$ cat config.mk
export PLATFORM = sky130hd
export DESIGN_NAME = led_matrix_scan_flat
export DESIGN_NICKNAME = d
export VERILOG_FILES = /design/src/rtl/led_matrix_scan_if.sv /design/src/rtl/led_matrix_scan.sv /design/src/flat_wrapper.sv
export SDC_FILE = /design/constraint.sdc
export NUM_CORES = 1
export LEC_CHECK = 0
export ABC_AREA = 0
export BUFFER_PORTS_ARGS = -buffer_cell sky130_fd_sc_hd__buf_4
export CAP_MARGIN = 20
export CORE_MARGIN = 10
export CORE_UTILIZATION = 66
export CTS_BUF_LIST = sky130_fd_sc_hd__clkbuf_16
export DETAILED_ROUTE_END_ITERATION = 6
export PLACE_DENSITY = 0.82
export REMOVE_ABC_BUFFERS = 1
export SETUP_SLACK_MARGIN = 0.3
export SYNTH_ARGS = -nofsm -noshare
export SYNTH_HDL_FRONTEND = slang
export SYNTH_SLANG_ARGS = --single-unit
$ cat constraint.sdc
create_clock -name clk -period 7.45 [get_ports clk]
set_clock_uncertainty 0.2 [all_clocks]
set_input_delay 0.3725 -clock clk [delete_from_list [all_inputs] [get_ports clk]]
set_output_delay 0.3725 -clock clk [all_outputs]
set_load 0.005 [all_outputs]
$ cat src/rtl/led_matrix_scan_if.sv
// Brightness write bus for led_matrix_scan: valid/ready handshake
// carrying a row/column address and a 4-bit brightness value.
`timescale 1ns/1ps
interface led_matrix_scan_if;
  logic       wr_valid;
  logic       wr_ready;
  logic [1:0] wr_row;
  logic [3:0] wr_col;
  logic [3:0] wr_data;

  modport master (
    output wr_valid, wr_row, wr_col, wr_data,
    input  wr_ready
  );

  modport slave (
    input  wr_valid, wr_row, wr_col, wr_data,
    output wr_ready
  );
endinterface

$ cat src/rtl/led_matrix_scan.sv
// 3x11 LED matrix row scanner with 4-bit PWM per LED.
// Define LED_SCAN_BLANK_EN to insert BLANK_TICKS of dark time between rows.
`timescale 1ns/1ps
module led_matrix_scan #(
  parameter int unsigned CLK_DIV     = 64,
  parameter int unsigned BLANK_TICKS = 2
) (
  input  logic              clk,
  input  logic              reset,
  input  logic              en,
  led_matrix_scan_if.slave  wr,
  output logic [2:0]        leda,
  output logic [10:0]       ledc,
  output logic              frame_start
);

  if (CLK_DIV < 2 || CLK_DIV > 65535 ||
      BLANK_TICKS < 1 || BLANK_TICKS > 15) begin : g_bad_param
    $error("led_matrix_scan: parameter out of range");
  end

`ifdef LED_SCAN_BLANK_EN
  typedef enum logic [0:0] {SCAN, BLANK} state_e;
`else
  typedef enum logic [0:0] {SCAN} state_e;
`endif

  state_e                  state_q, state_d;
  logic [15:0]             presc_q, presc_d;
  logic [3:0]              phase_q, phase_d;
  logic [1:0]              row_q, row_d;
  logic                    fpend_q, fpend_d;
  logic [2:0]              leda_q, leda_d;
  logic [10:0]             ledc_q, ledc_d;
  logic                    fs_q, fs_d;
  logic [2:0][10:0][3:0]   bright_q;
`ifdef LED_SCAN_BLANK_EN
  logic [3:0]              bcnt_q, bcnt_d;
`endif

  // Accepted writes are staged one cycle before landing in the store
  logic       wp_q;
  logic [1:0] wp_row_q;
  logic [3:0] wp_col_q;
  logic [3:0] wp_data_q;

  logic       wr_acc;
  logic       tick;
  logic [1:0] row_nxt;

  assign wr.wr_ready = reset;
  assign wr_acc  = wr.wr_valid && wr.wr_ready &&
                   (wr.wr_row != 2'd3) && (wr.wr_col <= 4'd10);
  assign tick    = en && (presc_q == 16'(CLK_DIV - 1));
  assign row_nxt = (row_q == 2'd2) ? 2'd0 : row_q + 2'd1;

  assign leda        = leda_q;
  assign ledc        = ledc_q;
  assign frame_start = fs_q;

  always_ff @(posedge clk) begin
    if (!reset) begin
      state_q   <= SCAN;
      presc_q   <= '0;
      phase_q   <= '0;
      row_q     <= '0;
      fpend_q   <= 1'b0;
      leda_q    <= '0;
      ledc_q    <= '0;
      fs_q      <= 1'b0;
      bright_q  <= '0;
      wp_q      <= 1'b0;
      wp_row_q  <= '0;
      wp_col_q  <= '0;
      wp_data_q <= '0;
`ifdef LED_SCAN_BLANK_EN
      bcnt_q    <= '0;
`endif
    end else begin
      state_q   <= state_d;
      presc_q   <= presc_d;
      phase_q   <= phase_d;
      row_q     <= row_d;
      fpend_q   <= fpend_d;
      leda_q    <= leda_d;
      ledc_q    <= ledc_d;
      fs_q      <= fs_d;
      wp_q      <= wr_acc;
      wp_row_q  <= wr.wr_row;
      wp_col_q  <= wr.wr_col;
      wp_data_q <= wr.wr_data;
`ifdef LED_SCAN_BLANK_EN
      bcnt_q    <= bcnt_d;
`endif
      if (wp_q) begin
        bright_q[wp_row_q][wp_col_q] <= wp_data_q;
      end
    end
  end

  always_comb begin
    state_d = state_q;
    presc_d = presc_q;
    phase_d = phase_q;
    row_d   = row_q;
    fpend_d = fpend_q;
    leda_d  = '0;
    ledc_d  = '0;
    fs_d    = 1'b0;
`ifdef LED_SCAN_BLANK_EN
    bcnt_d  = bcnt_q;
`endif
    if (en) begin
      presc_d = tick ? '0 : presc_q + 16'd1;
      if (state_q == SCAN) begin
        leda_d = 3'b001 << row_q;
        for (int c = 0; c < 11; c++) begin
          ledc_d[c] = bright_q[row_q][c] > phase_q;
        end
        if (row_q == 2'd0 && fpend_q) begin
          fs_d    = 1'b1;
          fpend_d = 1'b0;
        end
      end
      if (tick) begin
        if (state_q == SCAN) begin
          phase_d = phase_q + 4'd1;
          if (phase_q == 4'd15) begin
`ifdef LED_SCAN_BLANK_EN
            state_d = BLANK;
            bcnt_d  = '0;
`else
            row_d = row_nxt;
            if (row_q == 2'd2) fpend_d = 1'b1;
`endif
          end
        end
`ifdef LED_SCAN_BLANK_EN
        else begin
          if (bcnt_q == 4'(BLANK_TICKS - 1)) begin
            state_d = SCAN;
            phase_d = '0;
            row_d   = row_nxt;
            if (row_q == 2'd2) fpend_d = 1'b1;
          end else begin
            bcnt_d = bcnt_q + 4'd1;
          end
        end
`endif
      end
    end
  end

endmodule

$ cat src/flat_wrapper.sv
// flat-port wrapper written by rule: the top's interface ports become plain ports
module led_matrix_scan_flat 
#(
  parameter int unsigned CLK_DIV     = 64,
  parameter int unsigned BLANK_TICKS = 2
)
  (clk, reset, en, leda, ledc, frame_start, wr_wr_valid, wr_wr_row, wr_wr_col, wr_wr_data, wr_wr_ready);
  led_matrix_scan_if wr_i ();
  input  logic clk;
  input  logic reset;
  input  logic en;
  output logic [2:0] leda;
  output logic [10:0] ledc;
  output logic frame_start;
  input wire logic [$bits(wr_i.wr_valid)-1:0] wr_wr_valid;
  input wire logic [$bits(wr_i.wr_row)-1:0] wr_wr_row;
  input wire logic [$bits(wr_i.wr_col)-1:0] wr_wr_col;
  input wire logic [$bits(wr_i.wr_data)-1:0] wr_wr_data;
  output wire logic [$bits(wr_i.wr_ready)-1:0] wr_wr_ready;
  assign wr_i.wr_valid = wr_wr_valid;
  assign wr_i.wr_row = wr_wr_row;
  assign wr_i.wr_col = wr_wr_col;
  assign wr_i.wr_data = wr_wr_data;
  assign wr_wr_ready = wr_i.wr_ready;
  led_matrix_scan #(.CLK_DIV(CLK_DIV), .BLANK_TICKS(BLANK_TICKS)) u_core (.clk(clk), .reset(reset), .en(en), .wr(wr_i), .leda(leda), .ledc(ledc), .frame_start(frame_start));
endmodule
==> results by group, run 1 <==
STA
  • Slew @ Worst Pin: 0.892 ns
  • Fin. Hold Viols: 0
  • Finish-stage setup viols: 0
  • Setup_tns: 0 ns
  • Fmax: 381 MHz
  • RSZ-0062 raised after global routing: no
  • Max-slew violations: 0
  • Minimum clock period: 2.62 ns
  • Slew headroom: 0.406
  • Fin crit share: 0.352

GRT
  • Largest net degree at the start of global routing: 78
  • Initial antenna violation count: 0
  • Total track usage: 0.232
  • Total congestion overflow: 0
  • First-pass GRT wire length: 34,500 um
  • Vias in the first global route: 7,172

Placement
  • HPWL Detailed: 11,900 um
  • Buffers on Ports: 29
  • GP Congestion: 0.809

Synthesis
  • Avg Cell Area, Syn: 7.99 um^2
  • Synth unique cells: 39
  • Cell count after synthesis: 1,064
  • Register area share after synthesis: 0.426
  • Top FF cell, synth: dfxtp_1
  • Post-Syn Area: 0.00850 mm^2
  • Yosys Warn Count: 0
  • Post-synth EDFFs: 0
  • Async set-reset flop share out of synthesis: 0
  • FF+latch count, synth: 181

Clock network
  • CTS tree: built
  • Clk_lat worst skew: 0.43 ns
  • Number of CTS-inserted buffers: 17
  • Clock Pin Slew Worst Setup and Hold Paths: 0.07 ns
  • Max Buffers Root-to-Sink: 2
  • Root Buffer: clkbuf_16
  • CTS sink count: 181
  • Post-cts resize count: 0
  • Setup Buffers After CTS: 0
  • Hold buffers post-CTS: 11
  • H-Tree Depth: 4

Pwr
  • Leak: 3.29 nW
  • Worst VDD drop: 0.183 mV
  • Power Density: 205 mW/mm^2
  • Post-route total power: 1.96 mW

Critical path
  • Startpoint types: register
  • Crit path kind: reg2reg
  • Worst Path Required: 7.57 ns
  • Crit path max fanout: 53
  • Arrival time worst endpoint: 2.74 ns
  • Worst setup EP type: register

Final layout
  • Diode count: 0
  • Area delta synth->final: 12.2%
  • Layout cells sized above 1: 0.0962
  • Fin nets: 1,118

Die
  • Die span in y: 133 um
  • Core Area: 0.0126 mm^2
  • Cell Rows: 41
  • Width of the die: 133 um
  • I/O pins: 30
  • Die Area: 0.0178 mm^2
  • Initial core utilization: 0.674

Run
  • Number of max-cap violations: 0

Drt
  • Initial DRC count: 883
  • DRC: 0
  • Number of detailed-route iterations in the first pass: 6
  • Final WL: 20,900 um
  • DR WL/cell: 16.8 um
  • ANT nets after route: 0
  • Vias per inst: 6.12
  • Vias: 7,607

Worst hold path
  • Worst hold path type: in2reg

Outcome
  • Status: finished, final reports clean
==> registers in the layout (all words and copies together), names as in the netlist, named ones only <==
signal	count
u_core.bright_q	132
u_core.presc_q	16
u_core.ledc	11
u_core.phase_q	4
u_core.wp_col_q	4
u_core.wp_data_q	4
u_core.leda	3
u_core.row_q	2
u_core.wp_row_q	2
u_core.frame_start	1
u_core.wp_q	1
==> worst max-delay path, cell delays in order (launching register included) <==
cell and delay [ns]:
dfxtp_2 0.34, buf_4 0.70, mux2i_1 0.18, o21ai_0 0.33
ha_1 0.31, nand3_1 0.10, o22ai_1 0.09, o221a_2 0.25
==> logic make-up after synthesis <==
| logic type | after synthesis | synth area share |
|---|---|---|
| multiplexers | 56 | 0.0659 |
| adder cells (fa/ha/maj) | 46 | 0.0677 |
| AND/OR/NAND/NOR | 443 | 0.242 |
| buffers and inverters | 110 | 0.0493 |
| AO/OA/AOI/OAI | 215 | 0.136 |
| flip-flops | 181 | 0.426 |
| XOR/XNOR | 13 | 0.0134 |
==> per-layer routing <==
layer | track usage | vias up | share of wire
met5 | 0 | - | 0
met4 | 0.0756 | 0 | 0.021
met3 | 0.0538 | 37 | 0.075
met2 | 0.388 | 305 | 0.48
met1 | 0.287 | 3582 | 0.42
li1 | - | 3683 | -
==> path summary, 6_finish.rpt <==
path                                          start             endpoint  slack, ns  cells after the start
worst min-delay path                             en    u_core.presc_q[1]       0.08                      3
worst min register to register  u_core.bright_q[89]  u_core.bright_q[89]       0.25                      2
worst max register to register      u_core.row_q[1]       u_core.ledc[5]       4.83                      7
worst max-delay path                u_core.row_q[1]       u_core.ledc[5]       4.83                      7
==> synth_stat cells (all sizes together) (3+ instances only) <==
library cell  number  area [um^2]
o221a              7         78.8
nor4b              4         35.0
xnor2              9         78.8
buf               11         47.6
o21a               4         30.0
o21ai             38          190
clkbuf            75          282
or4                4         33.8
nand3            138          691
inv               23         86.3
nor3               6         30.0
nor2b              6         37.5
and2              12         75.1
nor2              40          150
a21oi            151          756
mux2i             56          561
nand4             10         62.6
nor4               4         31.3
nand2            199          747
nor4bb             5         50.1
o22ai             12         75.1
dfxtp            181         3620
or3                3         18.8
ha                46          576
xor2               4         35.0
==> cell type report <==
class	count	area (um^2)
clock buffer	17	425
clock inverter	15	163
fill	977	3080
inverter	24	92.6
multi-input combinational	773	4530
sequential	181	3620
tap	172	215
timing repair buffer	61	485
==> layout by cell type (no fill, tap or decap), types with 6 or more instances in the layout <==
master and n:
ha_1 46, dfxtp_1 180, and2_1 12, buf_4 50
nor3_1 6, o21ai_0 38, o221a_2 7, nor2_1 40
nand4_1 10, o22ai_1 12, inv_1 24, nand3_1 138
a21oi_1 151, xnor2_1 9, dlygate4sd3_1 11, clkbuf_16 17
mux2i_1 56, nand2_1 199
==> through the flow <==
step | util | setup slack (ns) | instances | instance area (um^2) | hold slack, ns
after floorplan | - | 3.20 | 978 | 8170 | 0.230
after global placement | 0.700 | 4.96 | 1200 | 8840 | 0.239
after detailed placement | 0.700 | 4.90 | 1200 | 8840 | 0.246
after CTS | 0.756 | 4.87 | 1243 | 9540 | 0.0718
after global routing | 0.756 | 4.66 | 1243 | 9540 | 0.0765
final | 0.756 | 4.83 | 1243 | 9540 | 0.0763
==> where the power goes <==
part / internal [mW] / total (mW) / switching, mW
logic: 0.0240 / 0.0772 / 0.0532
clock network: 0.524 / 0.899 / 0.375
registers: 0.973 / 0.981 / 0.00848
No activity file was read; power rests on OpenSTA's default activity.
==> run 2, diff against run 1 <==
- CORE_UTILIZATION: 66 -> 56
- PLACE_DENSITY: 0.82 -> 0.74
- clock period: 7.45 -> 2.3 ns (I/O delays scaled with it)
==> results by group, run 2 (synthesis gave the netlist of run 1 again) <==
Die
  • Cell Rows: 44 (+7.3%)
  • Die Area: 0.0205 mm^2 (+15%)
  • I/O pins: 30 (unchanged)
  • Die span in y: 143 um (+7.3%)
  • Width of the die: 143 um (+7.3%)
  • Core Area: 0.0147 mm^2 (+16%)
  • Initial core utilization: 0.578 (-0.0953)

Drt
  • Vias per inst: 6.08 (-0.64%)
  • Vias: 8,045 (+5.8%)
  • ANT nets after route: 0 (unchanged)
  • DRC: 0 (unchanged)
  • Final WL: 24,800 um (+19%)
  • Number of detailed-route iterations in the first pass: 5 (-1)
  • DR WL/cell: 18.7 um (+12%)
  • Initial DRC count: 784 (-11%)

Placement
  • GP Congestion: 0.844 (+4.3%)
  • Buffers on Ports: 29 (unchanged)
  • Dpl cells: 1,237 (+3.1%)
  • Placed Area: 0.00922 mm^2 (+4.3%)
  • HPWL Detailed: 12,700 um (+6.1%)

Critical path
  • Critical path origin: u_core.presc_q[5]
  • R2R cell count: 5 (-2)
  • Arrival time worst endpoint: 2.32 ns (-0.42 ns)
  • Startpoint types: register
  • Crit path max fanout: 5 (-91%)
  • Worst Path Buf+Inv: 1 (unchanged)
  • RR Startpoint: u_core.presc_q[5]
  • CP top delay family: simple AND/OR/NAND/NOR gates
  • Total stage count of the critical path: 5 (-2)
  • Cell Chain, Critical Path: or4bb_1, or4_4, buf_6, o21ai_1, a21oi_1
  • Reg2Reg Setup Slack: 0.09 ns (-4.74 ns)
  • Setup crit end: u_core.row_q[0]
  • Worst Path Required: 2.41 ns (-5.16 ns)
  • Worst path slowest cell: or4_4
  • Reg-to-Reg End: u_core.row_q[0]
  • Worst path max stage delay: 0.60 ns (-0.10 ns)
  • Worst setup EP type: register
  • Crit path kind: reg2reg

Clock network
  • Max Buffers Root-to-Sink: 2 (unchanged)
  • Root Buffer: clkbuf_16
  • CTS tree: built
  • Clk_lat worst skew: 0.44 ns (about the same)
  • Number of CTS-inserted buffers: 17 (unchanged)
  • H-Tree Depth: 4 (unchanged)
  • Clock Pin Slew Worst Setup and Hold Paths: 0.07 ns (about the same)
  • CTS sink count: 181 (unchanged)

GRT
  • Total congestion overflow: 0 (unchanged)
  • First-pass GRT wire length: 38,500 um (+12%)
  • Initial antenna violation count: 0 (unchanged)
  • Vias in the first global route: 7,623 (+6.3%)
  • Total track usage: 0.232 (+0.000613)
  • Largest net degree at the start of global routing: 72 (-7.7%)

Final layout
  • Fin cells: 1,323 (+6.4%)
  • Most flops, register: u_core.bright_q
  • Area delta synth->final: 27.0%
  • Layout cells sized above 1: 0.188 (+0.0917)
  • Most frequent cells in the layout: nand2_1 (198), dfxtp_1 (174), a21oi_1 (142)
  • Combined area of the multi-input logic cells: 0.00476 mm^2 (+5.1%)
  • FILL cells: 1,042 (+6.7%)
  • Diode count: 0 (unchanged)
  • Commonest non-fill, non-tap cell in the layout: nand2_1
  • Post-route cell area: 0.0108 mm^2 (+13%)
  • Fin nets: 1,186 (+6.1%)
  • Max reg flops: 132 (unchanged)
  • Sequential cell area: 0.00363 mm^2 (+0.28%)

Run
  • Number of max-cap violations: 0 (unchanged)

STA
  • Fmax: 453 MHz (+19%)
  • Slew @ Worst Pin: 0.728 ns (-0.163 ns)
  • Slew headroom: 0.514 (+0.109)
  • Max-slew violations: 0 (unchanged)
  • Finish-stage setup viols: 0 (unchanged)
  • Fin crit share: 0.961 (+0.609)
  • Fin. Hold Viols: 0 (unchanged)
  • Minimum clock period: 2.21 ns (-0.412 ns)
  • RSZ-0062 raised after global routing: yes

Pwr
  • Worst VDD drop: 0.763 mV (+320%)
  • Power Density: 606 mW/mm^2 (+200%)
  • Leak: 3.84 nW (+16%)

Worst hold path
  • Worst hold path type: in2reg

Outcome
  • Status: finished, final reports clean
[run 2: metal layers]
metal	vias to the layer above	part of all wire	GRT usage
met2	322	0.49	0.392
li1	3816	-	-
met3	45	0.071	0.0388
met4	0	0.022	0.0841
met5	-	0	0
met1	3862	0.41	0.292
[run 2: metrics by stage]
stage                     setup slack, ns  hold WS [ns]  setup TNS [ns]   util  power, mW
after floorplan                     -1.95        0.0147         -149.26      -       3.35
after global placement              0.136         0.119               0  0.627       3.50
after detailed placement            0.118         0.126               0  0.627       3.50
after CTS                           0.203         0.237               0  0.717       6.54
after global routing               0.0705         0.257               0  0.735       6.69
final                              0.0901         0.251               0  0.735       6.55
[run 2: tightest hold or removal path: cells and delay by family]
| family | cells | cell delay (ns) |
|---|---|---|
| and+or+nand+nor | 1 | 0.11 |
| buffers and inverters | 2 | 0.64 |
[run 2: area by class of cell]
type	count	share of cell area
Multi-Input combinational cell	773	0.441
Sequential cell	181	0.337
Timing Repair Buffer	129	0.136
Clock buffer	17	0.0394
Tap cell	184	0.0213
Clock inverter	15	0.0174
Inverter	24	0.00857
[run 2: worst min path at each step]
stage,from,endpoint,slack (ns),cells past startpoint
2_1_floorplan,wr_wr_col[3],u_core.wp_q,0.01,1
3_3_place_gp,wr_wr_col[3],u_core.wp_q,0.12,2
3_5_place_dp,wr_wr_data[2],u_core.wp_data_q[2],0.13,2
4_1_cts,wr_wr_col[2],u_core.wp_col_q[2],0.24,3
5_1_grt,wr_wr_col[0],u_core.wp_col_q[0],0.26,3
6_report,wr_wr_col[2],u_core.wp_col_q[2],0.25,3
[run 2: report_power, final]
group | internal (mW) | total, mW | switching [mW] | leakage, nW
clock | 1.80 | 3.06 | 1.26 | 0.282
combinational | 0.110 | 0.310 | 0.200 | 2.09
sequential | 3.15 | 3.18 | 0.0262 | 1.46
[run 2: repair_timing]
action / CTS / global route
resized for setup: 40 / 54
pin swaps: 30 / 29
gates cloned: 8 / 1
hold buffers: 19 / 0
setup buffers: 21 / 5
endpoints found under the setup margin: 34 / 88
endpoints found under the hold margin: 36 / 0
==> run 3, diff against run 2 <==
--- a/config.mk
+++ b/config.mk
@@ -13,5 +13,5 @@
 export CTS_BUF_LIST = sky130_fd_sc_hd__clkbuf_16
 export DETAILED_ROUTE_END_ITERATION = 6
-export PLACE_DENSITY = 0.74
+export PLACE_DENSITY = 0.72
 export REMOVE_ABC_BUFFERS = 1
 export SETUP_SLACK_MARGIN = 0.3
==> constraint.sdc (replaced) <==
create_clock -name clk -period 2.3 [get_ports clk]
set_clock_uncertainty 0.2 [all_clocks]
set_input_delay 0.115 -clock clk [delete_from_list [all_inputs] [get_ports clk]]
set_output_delay 0.115 -clock clk [all_outputs]
set_load 0.02 [all_outputs]
==> results by group, run 3 (synthesis gave the netlist of run 1 again) <==
GRT
  • Total congestion overflow: 0 (unchanged)
  • Initial antenna violation count: 0 (unchanged)
  • M3 GR Usage: 0.0405 (+0.00166)
  • First-pass GRT wire length: 37,100 um (-3.6%)
  • Largest net degree at the start of global routing: 54 (-25%)
  • Met2 GRT Util: 0.358 (-0.0338)
  • GR met1 Demand/Resource: 0.291 (-0.000985)
  • Vias in the first global route: 7,436 (-2.5%)
  • Most Crowded Layer GR: met2
  • Total track usage: 0.224 (-0.00777)

Final layout
  • Layout cells sized above 1: 0.185 (-0.00328)
  • Post-route cell area: 0.0107 mm^2 (-0.79%)
  • Max reg flops: 132 (unchanged)
  • Fin nets: 1,191 (+0.42%)
  • Diode count: 0 (unchanged)
  • FILL cells: 1,122 (+7.7%)
  • Most frequent cells in the layout: nand2_1 (193), dfxtp_1 (176), a21oi_1 (142)
  • Most flops, register: u_core.bright_q
  • Commonest non-fill, non-tap cell in the layout: nand2_1
  • Area delta synth->final: 26.0%

Die
  • Cell Rows: 44 (unchanged)
  • Die Area: 0.0205 mm^2 (unchanged)
  • Width of the die: 143 um (unchanged)
  • Die span in y: 143 um (unchanged)
  • Core Area: 0.0147 mm^2 (unchanged)
  • Initial core utilization: 0.578 (unchanged)
  • I/O pins: 30 (unchanged)

Placement
  • Placed Area: 0.00922 mm^2 (about the same)
  • Buffers on Ports: 29 (unchanged)
  • HPWL Detailed: 12,600 um (-0.80%)
  • GP Congestion: 0.840 (-0.51%)
  • Place WS: 0.0306 ns (-0.0878 ns)

Clock network
  • CTS tree: built
  • Max Buffers Root-to-Sink: 2 (unchanged)
  • Number of CTS-inserted buffers: 17 (unchanged)
  • Clk_lat worst skew: 0.44 ns (about the same)
  • CTS sink count: 181 (unchanged)
  • Root Buffer: clkbuf_16
  • H-Tree Depth: 4 (unchanged)
  • Clock Pin Slew Worst Setup and Hold Paths: 0.07 ns (about the same)

Critical path
  • Crit path kind: reg2reg
  • Worst Path Required: 2.48 ns (+0.07 ns)
  • R2R cell count: 4 (-1)
  • Arrival time worst endpoint: 2.33 ns (about the same)
  • Startpoint types: register
  • Worst setup EP type: register
  • Crit path max fanout: 6 (+1)
  • Reg2Reg Setup Slack: 0.15 ns (+0.06 ns)
  • RR Startpoint: u_core.presc_q[8]
  • Reg-to-Reg End: u_core.phase_q[3]

Drt
  • Initial DRC count: 813 (+3.7%)
  • Vias: 7,910 (-1.7%)
  • DRC: 0 (unchanged)
  • Final WL: 23,700 um (-4.4%)
  • DR WL/cell: 17.9 um (-4.7%)
  • Number of detailed-route iterations in the first pass: 7 (+2)
  • Vias per inst: 5.96 (-2.0%)
  • ANT nets after route: 0 (unchanged)

Pwr
  • Leak: 3.87 nW (+0.81%)
  • Power Density: 609 mW/mm^2 (+0.45%)
  • Worst VDD drop: 0.515 mV (-32%)

STA
  • Post-route setup slack: 0.152 ns (+0.0615 ns)
  • Fin crit share: 0.934 (-0.0268)
  • Max-slew violations: 0 (unchanged)
  • Fin. Hold Viols: 0 (unchanged)
  • Slew headroom: 0.646 (+0.131)
  • Slew @ Worst Pin: 0.531 ns (-0.198 ns)
  • Finish-stage setup viols: 0 (unchanged)
  • RSZ-0062 raised after global routing: yes
  • Minimum clock period: 2.15 ns (-0.0615 ns)
  • Fmax: 465 MHz (+2.9%)
  • Setup_tns: 0 ns (unchanged)

Outcome
  • Status: finished, final reports clean

Worst hold path
  • Hold Path Sink: u_core.bright_q[103]
  • Worst hold path type: reg2reg
  • Hold Path Origin: u_core.bright_q[103]
  • Hold Crit Depth: 2 (-1)

Run
  • Number of max-cap violations: 0 (unchanged)
run 3: metal layers:
metal / vias up / share of wire
li1: 3827 / -
met1: 3748 / 0.42
met2: 280 / 0.49
met3: 55 / 0.065
met4: 0 / 0.028
met5: - / 0
run 3: worst max-delay path, cell delays in order, from the launching register on:
cell     delay, ns
dfxtp_2       0.32
or4_4         0.53
or4_4         0.59
or3_1         0.34
a21oi_2       0.11
run 3: repair_timing:
item                                   CTS  global route
resized for setup                       35            46
hold buffers                            21             0
endpoints found under the hold margin   30             0
cloned                                   5             2
buffers inserted                        19             8
pin swaps                               24            32
setup endpoints to repair               30            50
run 3: through the flow:
stage	util	hold slack (ns)	total power, mW	cells
finish	0.729	0.254	6.52	1327
detailed placement	0.627	0.121	3.51	1241
global route	0.729	0.270	6.72	1327
CTS	0.711	0.235	6.55	1317
floorplan	-	0.0147	3.36	978
global placement	0.627	0.117	3.51	1241
run 3: worst max path at each step:
stage,from,endpoint,slack [ns],cells after the start
finish,u_core.presc_q[8],u_core.phase_q[3],0.15,4
global route,u_core.presc_q[8],u_core.phase_q[3],0.12,4
CTS,u_core.presc_q[12],u_core.phase_q[3],0.17,4
detailed placement,u_core.presc_q[8],u_core.phase_q[3],0.03,4
global placement,u_core.presc_q[9],u_core.phase_q[3],0.05,4
floorplan,u_core.row_q[1],u_core.ledc[4],-1.95,8
run 3: cell type report:
type                            instances  area (um^2)  area share
Multi-Input combinational cell        773         4710       0.440
Timing Repair Buffer                  134         1430       0.134
Tap cell                              184          230      0.0215
Clock inverter                         14          186      0.0174
Sequential cell                       181         3630       0.339
Inverter                               24         92.6     0.00864
Clock buffer                           17          425      0.0397
run 3: where the power goes:
part           switching [mW]  internal (mW)  leakage [nW]  total, mW
registers              0.0226           3.15          1.46       3.17
logic                   0.191          0.112          2.11      0.304
clock network            1.24           1.80         0.288       3.05
